File: config.mk
export PLATFORM = sky130hd
export DESIGN_NAME = fifo_rr_drain
export DESIGN_NICKNAME = d
export VERILOG_FILES = /design/src/rtl/fifo_rr_drain.sv
export SDC_FILE = /design/constraint.sdc
export NUM_CORES = 1
export LEC_CHECK = 0
export CAP_MARGIN = 10
export CORE_MARGIN = 8
export CORE_UTILIZATION = 55
export DETAILED_ROUTE_END_ITERATION = 8
export DONT_BUFFER_PORTS = 1
export GPL_TIMING_DRIVEN = 0
export HOLD_SLACK_MARGIN = 0.12
export PLACE_DENSITY = 0.73
export SLEW_MARGIN = 20
export SYNTH_ARGS = -nofsm -noshare
export SYNTH_HDL_FRONTEND = slang
export SYNTH_SLANG_ARGS = --single-unit
File: constraint.sdc
create_clock -name clk -period 1.3 [get_ports clk]
set_input_delay 0.065 -clock clk [delete_from_list [all_inputs] [get_ports clk]]
set_output_delay 0.065 -clock clk [all_outputs]
set_load 0.01 [all_outputs]
File: src/rtl/fifo_rr_drain.sv
// fifo_rr_drain: read-side controller for a bank of source FIFOs.
// Issues at most one pop per cycle, chosen round-robin, and forwards each
// popped word to a downstream FIFO after a fixed two-cycle latency.
module fifo_rr_drain #(
    parameter int DATA_W = 6,
    parameter int N_FIFO = 4,
    parameter int CNT_W  = 8
) (
    input  logic                     clk,
    input  logic                     reset,
    input  logic                     enable,
    input  logic [N_FIFO-1:0]        fifo_empty,
    input  logic [N_FIFO-1:0]        fifo_almost_empty,
    input  logic [N_FIFO*DATA_W-1:0] fifo_data,
    input  logic                     out_almost_full,
    output logic [N_FIFO-1:0]        fifo_pop,
    output logic                     out_push,
    output logic [DATA_W-1:0]        out_data,
    output logic [1:0]               grant_idx,
    output logic                     idle,
    output logic [CNT_W-1:0]         word_count
);

    typedef enum logic [1:0] {
        IDLE,
        DRAIN,
        STALL,
        FLUSH
    } drainState;

    drainState          r_state;
    drainState          w_nextState;

    logic [N_FIFO-1:0]  r_popPrev;
    logic [N_FIFO-1:0]  r_aePrev;
    logic [1:0]         r_grantIdx;

    logic               r_s1Valid;
    logic [1:0]         r_s1Idx;
    logic               r_outPush;
    logic [DATA_W-1:0]  r_outData;
    logic [CNT_W-1:0]   r_wordCount;

    logic [N_FIFO-1:0]  w_eligible;
    logic               w_found;
    logic [1:0]         w_nextGrant;
    logic [1:0]         w_cand;
    logic               w_pipeBusy;
    logic               w_popEn;

    // A FIFO popped last cycle while almost empty may still show non-empty
    // because its flags lag by a cycle; hold it off for one cycle.
    assign w_eligible = ~fifo_empty & ~(r_popPrev & r_aePrev);

    // Words popped but not yet pushed downstream.
    assign w_pipeBusy = r_s1Valid | r_outPush;

    // Round-robin search starting just after the last granted FIFO.
    always_comb begin
        w_found     = 1'b0;
        w_nextGrant = r_grantIdx;
        w_cand      = r_grantIdx;
        for (int k = 1; k <= N_FIFO; k++) begin
            w_cand = r_grantIdx + 2'(k);
            if (!w_found && w_eligible[w_cand]) begin
                w_found     = 1'b1;
                w_nextGrant = w_cand;
            end
        end
    end

    assign w_popEn  = (r_state == DRAIN) && enable && !out_almost_full
                      && !reset && w_found;
    assign fifo_pop = w_popEn ? (N_FIFO'(1) << w_nextGrant) : '0;

    // Next-state decision for the drain controller.
    always_comb begin
        w_nextState = r_state;
        case (r_state)
            IDLE: begin
                if (enable && (|(~fifo_empty))) begin
                    w_nextState = DRAIN;
                end
            end
            DRAIN: begin
                if (out_almost_full || !enable) begin
                    w_nextState = STALL;
                end else if (!w_found) begin
                    w_nextState = w_pipeBusy ? FLUSH : IDLE;
                end
            end
            STALL: begin
                if (!out_almost_full && enable) begin
                    w_nextState = DRAIN;
                end else if (!enable && !w_pipeBusy) begin
                    w_nextState = IDLE;
                end
            end
            FLUSH: begin
                if (w_found) begin
                    w_nextState = DRAIN;
                end else if (!w_pipeBusy) begin
                    w_nextState = IDLE;
                end
            end
            default: w_nextState = IDLE;
        endcase
    end

    // State register.
    always_ff @(posedge clk) begin
        if (reset) begin
            r_state <= IDLE;
        end else begin
            r_state <= w_nextState;
        end
    end

    // Pop history for the flag-lag guard and the round-robin pointer.
    always_ff @(posedge clk) begin
        if (reset) begin
            r_popPrev  <= '0;
            r_aePrev   <= '0;
            r_grantIdx <= 2'd3;
        end else begin
            r_popPrev <= fifo_pop;
            r_aePrev  <= fifo_almost_empty;
            if (w_popEn) begin
                r_grantIdx <= w_nextGrant;
            end
        end
    end

    // Two-stage pipeline: remember which FIFO was popped, then capture its
    // word the following cycle and present it as a push.
    always_ff @(posedge clk) begin
        if (reset) begin
            r_s1Valid <= 1'b0;
            r_s1Idx   <= '0;
            r_outPush <= 1'b0;
            r_outData <= '0;
        end else begin
            r_s1Valid <= w_popEn;
            r_s1Idx   <= w_nextGrant;
            r_outPush <= r_s1Valid;
            if (r_s1Valid) begin
                r_outData <= fifo_data[r_s1Idx*DATA_W +: DATA_W];
            end
        end
    end

    // Count every forwarded word; wraps naturally.
    always_ff @(posedge clk) begin
        if (reset) begin
            r_wordCount <= '0;
        end else if (r_outPush) begin
            r_wordCount <= r_wordCount + 1'b1;
        end
    end

    assign out_push   = r_outPush;
    assign out_data   = r_outData;
    assign grant_idx  = r_grantIdx;
    assign idle       = (r_state == IDLE) && !w_pipeBusy;
    assign word_count = r_wordCount;

endmodule
==> results of run 1 <==
[stage by stage]
step	util	area [µm²]	std cells
floorplan	-	1484	138
global placement	0.6141	1521	168
detailed placement	0.6141	1521	168
CTS	0.8202	2032	214
global route	0.8864	2196	222
finish	0.8864	2196	222
[how the worst min path moves through the flow]
stage	startpoint	to	slack, ps	cells past startpoint
finish	fifo_data[2]	out_data[2]	140	3
global route	fifo_data[2]	out_data[2]	110	3
CTS	fifo_data[21]	out_data[3]	120	3
detailed placement	reset	r_s1Valid	180	1
global placement	reset	r_s1Valid	180	1
floorplan	reset	r_s1Valid	160	1
[final cells by class]
class	instances	share of cell area
well taps	30	0.01709
flip-flops and latches	30	0.2855
inverters	2	0.003419
clock inverters	2	0.005698
multi-input cells	100	0.4376
repair buffers	46	0.2034
clock buffers	6	0.02336
plain buffers	6	0.02393
[what timing repair did]
action / in CTS / in global routing
setup buffers: 14 / 13
pin swaps: 10 / 13
gates resized for setup: 24 / 29
endpoints found under the setup margin: 24 / 24
hold buffers: 25 / 0
gates cloned: 0 / 0
hold endpoints to repair: 12 / 0
[layout by cell type, fill, tap and decap left out, drive strengths merged, types with 2 or more instances in the layout]
| cell type | Yosys | final |
|---|---|---|
| a211o | 2 | 2 |
| a21o | 3 | 3 |
| a21oi | 10 | 10 |
| and3 | 3 | 3 |
| and3b | 2 | 2 |
| buf | 5 | 26 |
| clkbuf | 1 | 7 |
| dfxtp | 30 | 30 |
| dlygate4sd3 | 0 | 25 |
| inv | 2 | 2 |
| mux2i | 7 | 7 |
| mux4 | 6 | 6 |
| nand2 | 4 | 4 |
| nand4 | 4 | 4 |
| nor2 | 16 | 16 |
| nor2b | 7 | 7 |
| nor3 | 2 | 2 |
| nor4 | 3 | 3 |
| o2111a | 2 | 2 |
| o21ai | 6 | 6 |
| o221ai | 2 | 2 |
| or3 | 3 | 3 |
| xor2 | 4 | 4 |
[routing by layer]
layer | global-route usage | part of all wire | up-vias
li1 | - | - | 630
met1 | 0.2461 | 0.38 | 707
met2 | 0.3441 | 0.49 | 93
met3 | 0.08557 | 0.10 | 20
met4 | 0.09661 | 0.026 | 0
met5 | 0 | 0 | -
[report_power, final]
group	switching (mW)	internal, mW	total (mW)
Clock	0.344	0.260	0.603
Sequential	0.0662	0.955	1.02
Combinational	0.204	0.273	0.478
[critical path, delay by kind of cell (launching register included)]
family,cells,cell delay (ps)
compound gates,2,530
simple gates,2,380
buf+inv,1,130
flops,1,350
[sequential cells by signal (all words and copies together) (netlist names)]
register / count
r_popPrev: 4
r_s1Idx: 2
out_push: 1
grant_idx: 2
r_s1Valid: 1
r_state: 2
r_aePrev: 4
out_data: 6
word_count: 8
[cell families (layout without fill, tap and decap cells)]
logic type               after synthesis  count (layout)  share of synthesized area
adder cells (fa/ha/maj)                1               1                   0.008763
buffers and inverters                  8              62                    0.02366
AND/OR/NAND/NOR                       46              46                     0.1762
XOR/XNOR                               5               5                    0.03067
multiplexers                          13              13                     0.1437
AO/OA/AOI/OAI                         35              35                     0.1963
flip-flops                            30              30                     0.4207
==> results.toml, run 1 <==
[synthesis]
synth-async-reset-ratio = 0
synth_area_leaders = "dfxtp_1 42%, mux4_2 9.5%, mux2i_1 4.9%, nor2_1 4.2%, nor2b_1 3.1%"
syn_nets = 175
synth_cell_types = 40
synth_edf_count = 0
ys_ff_latch = 30
synth_flop_cell = "dfxtp_1"
synth.cell_area_mm2 = 0.001428
synth_top_area_cell = "dfxtp_1"
yosysSeqAreaShare = 0.4207
synthTopCellsByCount = "30 x dfxtp_1, 16 x nor2_1, 8 x a21oi_1"
yosys.area.top_type_share = 0.4207
syn-instance-count = 138
yosys_warnings = 0
synth_most_common_cell = "dfxtp_1"
syn_avg_cell_area_um2 = 10.35

[timing]
fin_ws_ps = -497.5
min_period_over_period = 1.383
worst_pin_slew_ps = 677.2
worst_hold_slack_ps = 143.1
fin_worst_skew_ps = 9.057
drv_slew = 0
fin_setup_tns_ps = -4812
slew_headroom = 0.5485
period_minus_slack_ps = 1797
rsz0062_at_grt = "yes"
max_freq_ghz = 0.5563
setup_viol = 20
final_hold_viol_count = 0

[finish]
register_area_um2 = 626.9
nFillCells = 98
multiInputGateArea_um2 = 960.9
area_growth_pct = 53.81
fin_nets = 228
drive_above_1_share = 0.4271
diodes = 0

[power]
power_mw = 2.102
leakage_nw = 0.7974
power.ir.vdd_worst_uv = 977.1
powerDensity_mw_per_mm2 = 957.4

[route]
routed_wl_um = 4883
route.detailed.drc = 0
initialDrtViolationCount = 160
drt_pre_antenna_iters = 5
ant_nets = 0
routed_via_density = 6.532
avgRoutedWirePerCell_um = 22.00
dr_total_vias = 1450

[worst_setup_path]
worstSetupEndpointType = "output port"
worstSetupStartpoint = "r_popPrev[0]"
max_stage_delay_ps = 450
r2r_end = "r_popPrev[2]"
r2r_slack_ps = -350
required_ps = 1240
ff2ff_path_depth = 6
worstPathMaxFanout = 5
crit_chain = "a21oi_4 -> buf_12 -> o41ai_4 -> nor2_4 -> and3b_2"
critPathCapture = "fifo_pop[0]"
arrival_ps = 1730
timing.rr.start = "r_aePrev[2]"
timing_worst_setup_path_type = "register to output port"
cp-start-kind = "register"
slowest_stage = "o41ai_4"

[floorplanning]
fp.dieH_um = 66.95
start_util = 0.5763
num_io_pins = 58
core_mm2 = 0.002477
die_area_mm2 = 0.004482
rows = 18
die_x_um = 66.95

[grt]
grt_antenna_before_repair = 0
grt.overflow.total = 0
grt_pass1_vias = 1475
grt_pass1_wl_um = 7424
grt_max_degree = 11
grt_usage = 0.2150

[run]
drv_cap = 0

[min_path]
hp-class = "input pin to register"

[status]
outcome = "complete, but fails checks"
violations = "setup timing"

[clock_network]
insertion_delay_ps = 340
root_buffer = "clkbuf_4"
clk_pin_slew_worst_paths_ps = 100
cts_buffer_depth = 2
cts_tree = "built"
cts_num_sinks = 30
htree_levels = 2
cts_made_buffers = 5

[placement]
pre_cts_ws_ps = -200.1
routabilityCongestion = 0.8875
place_hpwl_um = 2588
port_buffers = 0
Power figures use the tool's default switching activity.
==> run 2, diff against run 1 <==
--- a/config.mk
+++ b/config.mk
@@ -5,14 +5,15 @@
 export SDC_FILE = /design/constraint.sdc
 export NUM_CORES = 1
 export LEC_CHECK = 0
+export ABC_AREA = 1
+export BUFFER_PORTS_ARGS = -buffer_cell sky130_fd_sc_hd__buf_2
 export CAP_MARGIN = 10
 export CORE_MARGIN = 8
-export CORE_UTILIZATION = 55
+export CORE_UTILIZATION = 44
 export DETAILED_ROUTE_END_ITERATION = 8
-export DONT_BUFFER_PORTS = 1
 export GPL_TIMING_DRIVEN = 0
 export HOLD_SLACK_MARGIN = 0.12
-export PLACE_DENSITY = 0.73
+export PLACE_DENSITY = 0.75
 export SLEW_MARGIN = 20
 export SYNTH_ARGS = -nofsm -noshare
 export SYNTH_HDL_FRONTEND = slang
==> run 2 against run 1 <==
The run still ends with setup timing left. Routed wire length increased by 6.2%. Worst hold slack improved by 12 ps. Final area increased by 12%. Critical endpoint unchanged.
==> results.toml, run 2 <==
[status]
outcome = "complete, but fails checks"
violations = "setup timing"

[synthesis]
synth_cell_types = 28
synth_top_area_cell = "dfxtp_1"
synth_edf_count = 0
synth_most_common_cell = "nor2_1"
syn_avg_cell_area_um2 = 6.979
yosys_warnings = 0
syn_nets = 269
ys_ff_latch = 30
yosysSeqAreaShare = 0.3709
synth_area_leaders = "dfxtp_1 37%, nor2_1 9.7%, inv_1 7.7%, nand2_1 7.4%, nand3_1 6.5%"
synth-async-reset-ratio = 0
synth.cell_area_mm2 = 0.001619
yosys.area.top_type_share = 0.3709
synth_flop_cell = "dfxtp_1"
syn-instance-count = 232
synthTopCellsByCount = "42 x nor2_1, 33 x inv_1, 32 x nand2_1"

[power]
power.ir.vdd_worst_uv = 603.6
leakage_nw = 1.273
power_mw = 2.581
powerDensity_mw_per_mm2 = 1045

[clock_network]
cts_num_sinks = 30
root_buffer = "clkbuf_8"
insertion_delay_ps = 280
clk_pin_slew_worst_paths_ps = 60
htree_levels = 2
cts_made_buffers = 5
cts_buffer_depth = 2
cts_tree = "built"

[placement]
routabilityCongestion = 0.8089
place_hpwl_um = 3129
place_inst = 337
pre_cts_ws_ps = -398.3
port_buffers = 57

[route]
routed_via_density = 5.048
avgRoutedWirePerCell_um = 13.94
ant_nets = 0
routed_wl_um = 5185
drt_pre_antenna_iters = 4
initialDrtViolationCount = 66
dr_total_vias = 1878
route.detailed.drc = 0

[worst_setup_path]
required_ps = 1240
max_stage_delay_ps = 420
path_delay_family = "compound AO/OA/AOI/OAI gates"
timing_worst_setup_path_type = "register to output port"
cp-start-kind = "register"
worstSetupEndpointType = "output port"
ff2ff_path_depth = 12
slowest_stage = "dfxtp_4"
crit_chain = "inv_8 -> nand3_2 -> nand3_2 -> buf_4 -> a21oi_1 -> o21ai_2 -> o21ai_2 -> inv_2 -> nand2_2 -> nor2_2 -> buf_2"
arrival_ps = 1970
cp.depth = 11
worstPathMaxFanout = 7
cp.buffers_inverters = 4

[floorplanning]
start_util = 0.4490
die_area_mm2 = 0.005877
num_io_pins = 58
die_x_um = 76.66
rows = 22
core_mm2 = 0.003606
fp.dieH_um = 76.66

[timing]
fin_worst_skew_ps = 3.246
period_minus_slack_ps = 2037
final_hold_viol_count = 0
max_freq_ghz = 0.4909
fin_setup_tns_ps = -8124
worst_pin_slew_ps = 458.5
rsz0062_at_grt = "yes"
drv_slew = 0
min_period_over_period = 1.567
fin_ws_ps = -737.1
setup_viol = 15
slew_headroom = 0.6943

[grt]
grt_max_degree = 11
grt_pass1_vias = 1764
grt_antenna_before_repair = 0
grt.overflow.total = 0
grt_pass1_wl_um = 7741
grt_usage = 0.1564

[finish]
drive_above_1_share = 0.4568
fin_cells = 372
fin_util = 0.6849
final_common_cell = "buf_2"
area_growth_pct = 52.55
largest_register_ffs = 8
mostFrequentLayoutCells = "58 x buf_2, 34 x nor2_1, 32 x inv_1"
nFillCells = 288
diodes = 0
fin_nets = 361

[min_path]
worstHoldPathCells = 4
hp-class = "input pin to register"

[run]
drv_cap = 0
run 2: cell count changes in the layout (fill, tap and decap cells not counted), moves of 7 or more:
| cell | before | now |
|---|---|---|
| o21ai_0 | 4 | 17 |
| nand3_2 | 0 | 11 |
| nand2_2 | 0 | 13 |
| nand2_4 | 0 | 7 |
| inv_1 | 2 | 32 |
| nor2_1 | 14 | 34 |
| nand2_1 | 4 | 20 |
| dfxtp_1 | 13 | 25 |
| buf_4 | 13 | 21 |
| nand3_1 | 0 | 10 |
| dfxtp_2 | 15 | 2 |
| buf_2 | 0 | 58 |
| nor2b_1 | 7 | 0 |
| dlygate4sd3_1 | 25 | 4 |
run 2: timing repair:
action	CTS	global route
gates resized for setup	26	28
endpoints found under the hold margin	4	0
hold buffers	4	0
endpoints found under the setup margin	22	25
buffers inserted	21	6
pin swaps	16	11
cloned	0	0
run 2: cells by family after synthesis:
logic type               count (synthesis)  synth area share
flip-flops                              30            0.3709
AO/OA/AOI/OAI                           38            0.1430
adder cells (fa/ha/maj)                  1          0.007727
multiplexers                             6           0.03710
XOR/XNOR                                 2           0.01082
AND/OR/NAND/NOR                        112            0.3223
buffers and inverters                   43            0.1082
run 2: final timing paths:
path / startpoint / to / slack, ps
hold reg to reg: word_count[7] / word_count[7] / 450
setup / recovery: grant_idx[0] / fifo_pop[0] / -740
hold / removal: reset / r_popPrev[0] / 160
setup reg to reg: grant_idx[0] / grant_idx[0] / -640
run 2: cell type report:
class	count	area, µm²	share of cell area
plain buffers	4	21.27	0.008612
well taps	48	60.06	0.02432
multi-input cells	159	1005	0.4068
inverters	37	153.9	0.06231
clock buffers	7	76.32	0.03090
repair buffers	87	539.3	0.2183
flip-flops and latches	30	614.3	0.2487
run 2: where the power goes:
group          internal, mW  switching, mW  leakage [nW]
Sequential            0.974         0.0742         0.246
Clock                 0.367          0.314        0.0383
Combinational         0.370          0.481         0.989
run 2: routing by layer:
| metal | share of wire | GRT usage | routed length [µm] | vias to the layer above |
|---|---|---|---|---|
| met3 | 0.044 | 0.03030 | 229 | 25 |
| li1 | - | - | - | 932 |
| met4 | 0.052 | 0.08654 | 268 | 0 |
| met2 | 0.51 | 0.2761 | 2638 | 55 |
| met5 | 0 | 0 | 0 | - |
| met1 | 0.39 | 0.1708 | 2048 | 866 |
run 2: through the flow:
step,hold slack (ps),area [µm²]
detailed placement,271.0,1994
global route,169.9,2470
floorplan,152.5,1649
finish,155.0,2470
CTS,127.9,2330
global placement,269.4,1994
run 2: worst min-delay path, cell delays in order:
cell and delay [ps]:
buf_2 130, nor2_4 80, nand2_2 70, nor2_1 40
==> run 3, diff against run 2 <==
==> constraint.sdc (replaced) <==
create_clock -name clk -period 1.6 [get_ports clk]
set_input_delay 0.08 -clock clk [delete_from_list [all_inputs] [get_ports clk]]
set_output_delay 0.08 -clock clk [all_outputs]
set_load 0.01 [all_outputs]
==> run 3 against run 2 <==
The run still ends with setup timing left. Clock power shrank 8.5%. Final area down 2.0%. Global-route usage fell by 0.62 points. Sequential share of layout area is 0.26 points higher. Non-clock buffer count decreased by 2. Combinational power fell by 18%. Clock skew increased by 2.6 ps. Routed wire length shrank 7.5%. Critical endpoint is now fifo_pop[3]. Largest cell class unchanged. Largest power group unchanged.
==> results.toml, run 3 (synthesis results as in run 2) <==
[status]
outcome = "complete, but fails checks"
violations = "setup timing"

[timing]
rsz0062_at_grt = "yes"
worst_pin_slew_ps = 419.2
final_hold_viol_count = 0
fin_ws_ps = -416.3
fin_worst_skew_ps = 5.838
setup_viol = 13
period_minus_slack_ps = 2016
drv_slew = 0
min_period_over_period = 1.260
slew_headroom = 0.7206
max_freq_ghz = 0.4960

[worst_setup_path]
worstPathMaxFanout = 6
required_ps = 1520
arrival_ps = 1940
timing_worst_setup_path_type = "register to output port"
cp-start-kind = "register"
max_stage_delay_ps = 420
worstSetupEndpointType = "output port"
slowest_stage = "dfxtp_4"
ff2ff_path_depth = 14
crit_chain = "buf_6 -> nand3_4 -> nand3_4 -> nand2_4 -> nor2_2 -> o21ai_1 -> nand2_1 -> nand2_2 -> nand2_4 -> nand2_2 -> nor2_2 -> buf_2"

[min_path]
worstHoldPathCells = 5
hp-class = "input pin to register"

[grt]
grt_antenna_before_repair = 0
grt_max_degree = 11
grt_pass1_wl_um = 7383
grt_pass1_vias = 1695
grt_usage = 0.1503
grt.overflow.total = 0

[floorplanning]
rows = 22
core_mm2 = 0.003606
die_x_um = 76.66
num_io_pins = 58
fp.dieH_um = 76.66
start_util = 0.4490
die_area_mm2 = 0.005877

[run]
drv_cap = 0

[finish]
fin_util = 0.6711
fin_nets = 359
fin_cells = 371
drive_above_1_share = 0.4025
area_growth_pct = 49.46
mostFrequentLayoutCells = "58 x buf_2, 38 x nor2_1, 33 x inv_1"
final_common_cell = "buf_2"
diodes = 0
largest_register_ffs = 8

[route]
routed_via_density = 4.895
avgRoutedWirePerCell_um = 12.93
routed_wl_um = 4796
drt_pre_antenna_iters = 4
initialDrtViolationCount = 103
route.detailed.drc = 0
ant_nets = 0
dr_total_vias = 1816

[clock_network]
cts_made_buffers = 5
cts_buffer_depth = 2
cts_tree = "built"
insertion_delay_ps = 280
htree_levels = 2
clk_pin_slew_worst_paths_ps = 60
cts_num_sinks = 30
root_buffer = "clkbuf_8"

[power]
leakage_nw = 1.242
powerDensity_mw_per_mm2 = 891.9
power.ir.vdd_worst_uv = 623.9

[placement]
port_buffers = 57
place_hpwl_um = 3157
place_inst = 337
routabilityCongestion = 0.8640
==> run 3: power by group <==
group	leakage, nW	switching, mW	internal, mW
clock	0.0482	0.277	0.346
sequential	0.244	0.0470	0.792
combinational	0.950	0.386	0.311
==> run 3: repair_timing <==
action	4_1_cts	5_1_grt
setup endpoints to repair	10	16
pin swaps	12	14
buffers inserted	13	10
hold endpoints to repair	5	0
gates resized for setup	15	29
hold buffers	5	0
==> run 3: routing by layer <==
layer  part of all wire  wire length, µm  vias up  track usage
met5                  0                0        -            0
met4              0.013               61        0      0.05192
met3              0.039              189        6      0.04545
met2               0.53             2524       34       0.2727
met1               0.42             2021      843       0.1595
li1                   -                -      933            -
==> run 3: stage by stage <==
step           instance area, µm²  hold slack, ps  setup TNS, ps  setup WS, ps  power (mW)
2_1_floorplan                1622           165.4              0         7.737       1.209
3_5_place_dp                 1967           286.8         -919.9        -201.9       1.351
5_1_grt                      2420           230.5          -3539        -486.4       2.279
3_3_place_gp                 1967           283.8         -725.4        -176.6       1.344
6_report                     2420           193.9          -2466        -416.3       2.158
4_1_cts                      2253           187.7          -1765        -385.9       2.050
==> run 3: final timing paths <==
path / startpoint / endpoint / slack, ps
hold / removal: fifo_data[2] / out_data[2] / 190
setup reg to reg: grant_idx[0] / r_popPrev[0] / -200
setup / recovery: grant_idx[0] / fifo_pop[3] / -420
hold reg to reg: word_count[7] / word_count[7] / 450
==> run 3: cell type report <==
type	count	area (µm²)
Fill cell	309	1186
Multi-Input combinational cell	159	965.9
Sequential cell	30	608.1
Timing Repair Buffer	84	519.2
Inverter	37	153.9
Clock buffer	7	86.33
Tap cell	48	60.06
Buffer	5	21.27
Clock inverter	1	5.005
==> run 3: critical path, delay by kind of cell (launching register included) <==
family,cells,cell delay (ps)
buffers and inverters,2,280
AND/OR/NAND/NOR,9,830
flip-flops,1,420
AO/OA/AOI/OAI,1,100
